<file path="config.mk">
export PLATFORM = sky130hd
export DESIGN_NAME = jtframe_sh
export DESIGN_NICKNAME = d
export VERILOG_FILES = /design/src/rtl/jtframe_sh.sv
export SDC_FILE = /design/constraint.sdc
export NUM_CORES = 1
export LEC_CHECK = 0
export ABC_AREA = 1
export CAP_MARGIN = 20
export CORE_ASPECT_RATIO = 1.75
export CORE_MARGIN = 2
export CORE_UTILIZATION = 50
export CTS_BUF_LIST = sky130_fd_sc_hd__clkbuf_8
export CTS_CLUSTER_SIZE = 10
export DETAILED_ROUTE_END_ITERATION = 16
export GPL_TIMING_DRIVEN = 0
export MAX_ROUTING_LAYER = met4
export PLACE_DENSITY = 0.86
export RECOVER_POWER = 50
export SLEW_MARGIN = 20
export SYNTH_ARGS = -nofsm -noshare
export SYNTH_HDL_FRONTEND = slang
export SYNTH_SLANG_ARGS = --single-unit
</file>
<file path="constraint.sdc">
create_clock -name clk -period 1.4 [get_ports clk]
set_input_delay 0.21 -clock clk [delete_from_list [all_inputs] [get_ports clk]]
set_output_delay 0.21 -clock clk [all_outputs]
set_load 0.1 [all_outputs]
</file>
<file path="src/rtl/jtframe_sh.sv">
`default_nettype none
// ============================================================================
// Module  : jtframe_sh
// Brief   : clk_en-gated shift-register delay line with full tap view and a
//           fill tracker that flags when every stage holds fresh data.
// Revision: 1.0
// ============================================================================
module jtframe_sh #(
    parameter int width  = 5,
    parameter int stages = 24
) (
    input  logic                      clk,
    input  logic                      rst_n,
    input  logic                      clk_en,
    input  logic                      clr,
    input  logic [width-1:0]          din,
    output logic [width-1:0]          drop,
    output logic [width*stages-1:0]   taps,
    output logic                      primed
);

    localparam int              c_TW   = width * stages;
    localparam int              c_CW   = $clog2(stages + 1);
    localparam logic [c_CW-1:0] c_FULL = c_CW'(stages);
    localparam logic [c_CW-1:0] c_ONE  = c_CW'(1);

    generate
        if (width < 1 || stages < 1) begin : g_bad_param
            $error("jtframe_sh: width and stages must both be at least 1");
        end
    endgenerate

    logic [c_TW-1:0] sr_q, sr_d;
    logic [c_CW-1:0] cnt_q, cnt_d;

    // clr has priority over clk_en so a flush never lets the new word in
    always_comb begin
        sr_d  = sr_q;
        cnt_d = cnt_q;
        if (clr) begin
            sr_d  = '0;
            cnt_d = '0;
        end else if (clk_en) begin
            sr_d = (sr_q << width) | c_TW'(din);
            if (cnt_q != c_FULL) begin
                cnt_d = cnt_q + c_ONE;
            end
        end
    end

    always_ff @(posedge clk or negedge rst_n) begin
        if (!rst_n) begin
            sr_q  <= '0;
            cnt_q <= '0;
        end else begin
            sr_q  <= sr_d;
            cnt_q <= cnt_d;
        end
    end

    assign taps   = sr_q;
    assign drop   = sr_q[c_TW-1 -: width];
    assign primed = (cnt_q == c_FULL);

endmodule
`default_nettype wire

</file>
==> results.md <==
* Status: complete, but fails checks
* Failing checks: setup timing
* Crit Path Class: reg2out
* IO Pins at ~140
* RSZ-0062 raised after global routing: true
* Remaining antenna violation count after routing at 0
* Fin crit share at 1.23
* Crit path required time at between 1 and 1.5 ns
* Mean area per synthesized cell at roughly 9.3 um2
* Max transition margin at 0.295
* Clk pin slew, worst setup/hold paths at 0.08 ns
* Cell Rows at 48
* First-pass GRT wire length at 22.6 mm
* Syn Std Cell Area at 5130 um2
* Crit path capture: primed
* Setup crit start: cnt_q[1]$_DFFE_PN0P_
* Antenna diodes at 0
* Synth cell types at 20
* Fin. max-slew vios at 0
* # fillers at between 700 and 800
* Vias in the first global route at between 4000 and 5000
* Grt met3 use at 0.0599
* Worst R2R Path Depth at 11
* CTS tree: built
* All-Layer GR Usage at 0.274
* Pwr/cell area at ~1100 nW/um2
* R2R Setup Slk at -0.14 ns
* Hold WS at between 0.03 and 0.04 ns
* Hold Path Depth at 3
* Die Wd at 80.6 um
* Vias per cell at about 5.4
* WL final at ~14 mm
* DRC viols at 0
* Reg2Reg Capture Point: cnt_q[2]$_DFFE_PN0P_
* Final RePlAce weighted congestion at just over 0.8
* Worst hold path type: in2reg
* Post-route minimum period at approximately 1.7 ns
* Final Instance Area at approximately 7000 um2
* GR peak layer: met2
* Die area at around 11000 um2
* Maximum resistive drop on vdd at between 0.7 and 0.8 mV
* WP data arrival at roughly 1.5 ns
* Clock sink total at ~130
* Final Skew at between 0.01 and 0.015 ns
* Port buffer count at roughly 130
* Vias post-DR at between 4000 and 5000
* FF/Latch Area at roughly 3100 um2
* Startpoint types: register
* Max FO, Critical Path at 2
* Post-place setup slack at -0.902 ns
* Setup violators final at 66
* Hpwl dp at 9.77 mm
* Leak pwr at a little under 4 nW
* CTS root buf: clkbuf_8
* Seq cells post-synth at approximately 130
* Post-synthesis sequential area ratio at 0.610
* CTS buffer count at 17
* Yosys Warn Count at 0
* Met1 usage at 0.313
* Clk_lat worst skew at around 0.44 ns
* Syn_nets at 564
* Initial antenna violation count at 0
* Initial Util at 0.518
* Setup TNS at -1.97 ns
* Die height at about 140 um
* Worst-Margin Slew at 1.06 ns
* Worst Setup End Kind: output pin
* Clock tree buffer depth at 2
* Hold Fails Final Rpt at 0
* Post-Syn Instances at between 500 and 600
* Max-cap viol count at 0
* Detailed Route Iter0 Violations at between 200 and 300
* Multi-input gate area at approximately 1600 um2
* Finished Layout Cells at 853
* Total grt overflow at 0
* Cell Count Post-Placement at 812
* R2r startpoint: cnt_q[1]$_DFFE_PN0P_
* Core Area at about 9900 um2
* Max Fclk at 581 MHz
* Largest net degree at the start of global routing at 80
* Setup ws final at -0.320 ns
* Area growth syn-to-layout at 36.5%
* NumNets Final at ~730
* Level count of the clock H-tree at 4
* Wirelength per Cell at 16.5 um
* Util after Layout at 0.706
* Total power at about 7.6 mW
* First-pass DRT Iterations at 5
* Met2 usage at 0.468
* DP Area at approximately 6700 um2
* Layout cell share with drive strength beyond 1 at 0.316
## kinds of logic (layout without fill, tap and decap cells)
kind of cell,after synthesis,in the layout,share of synthesized area
AOI/OAI and AO/OA,35,35,0.0366
xor gates and xnor gates,1,1,0.00171
buffers and inverters,63,238,0.0734
DFF,125,125,0.610
adders and majority gates,2,2,0.00488
and+or+nand+nor,327,327,0.273
## timing repair
item | in CTS | in global routing
endpoints found under the setup margin | 126 | 24
gates resized for setup | 785 | 19
endpoints found under the hold margin | 46 | 0
pin swaps | 0 | 1
gates cloned | 0 | 0
hold buffers | 1 | 0
buffers inserted | 9 | 2
## cells in the final DEF (no fill, tap or decap), types with 2 or more instances in the layout
cell	n
nand2_1	201
nand2_4	2
clkbuf_8	17
bufinv_16	3
o21ai_1	4
inv_2	4
dlygate4sd3_1	2
o31ai_1	5
buf_1	2
nor2_1	2
dfrtp_1	120
nand3_1	108
o21ai_0	26
nand2_2	12
buf_2	16
buf_4	108
dfrtp_2	5
buf_12	5
clkbuf_1	5
nand4_1	2
inv_1	13
clkinvlp_4	5
clkbuf_2	5
buf_6	36
clkdlybuf4s50_1	5
inv_6	6
## state kept, by name, indices dropped and copies added, names as in the netlist
register	count
cnt_q	5
taps	120
## area by class of cell
type                            count  share of cell area
Inverter                           19              0.0109
Tap cell                          125              0.0223
Multi-Input combinational cell    365               0.235
Clock buffer                       17              0.0334
Buffer                             41              0.0395
Sequential cell                   125               0.448
Clock inverter                     15              0.0265
Timing Repair Buffer              146               0.184
## report_power, final
part           switching [mW]  leakage [nW]  internal [mW]
Clock                    1.56         0.202           1.79
Sequential             0.0262          1.73           3.64
Combinational           0.439          1.92          0.163
## critical path, cell delays in order, from the launching register on
cell and delay (ns):
dfrtp_1 0.41, inv_2 0.08, ha_4 0.14, nand2_4 0.05, inv_2 0.06, nand2_2 0.06, clkinvlp_4 0.09, buf_12 0.17
## worst min path at each step
| stage | to | slack, ns | start |
|---|---|---|---|
| after floorplan | cnt_q[0]$_DFFE_PN0P_ | -0.09 | rst_n |
| after global placement | taps[19]$_DFFE_PN0P_ | 0.48 | taps[19]$_DFFE_PN0P_ |
| after detailed placement | taps[36]$_DFFE_PN0P_ | 0.17 | rst_n |
| after CTS | taps[5]$_DFFE_PN0P_ | 0.01 | clk_en |
| after global routing | taps[5]$_DFFE_PN0P_ | 0.04 | clk_en |
| final | taps[5]$_DFFE_PN0P_ | 0.04 | clk_en |
## layer usage
layer / vias up / wire, um
met1: 2290 / 5150
met5: - / 0
met2: 173 / 7780
met3: 37 / 842
li1: 2106 / -
met4: 0 / 323
## cell usage after synthesis, drive strengths merged
library cell,number,share of area
clkinv,1,0.00097
o21ai,30,0.029
nand4,2,0.0024
nand2,215,0.16
inv,18,0.013
nand3,108,0.11
xor2,1,0.0017
buf,41,0.057
clkbuf,3,0.0022
ha,2,0.0049
dfrtp,125,0.61
nor2,2,0.0015
o31ai,5,0.0073
Note: power is estimated with default switching activity, not from simulation.
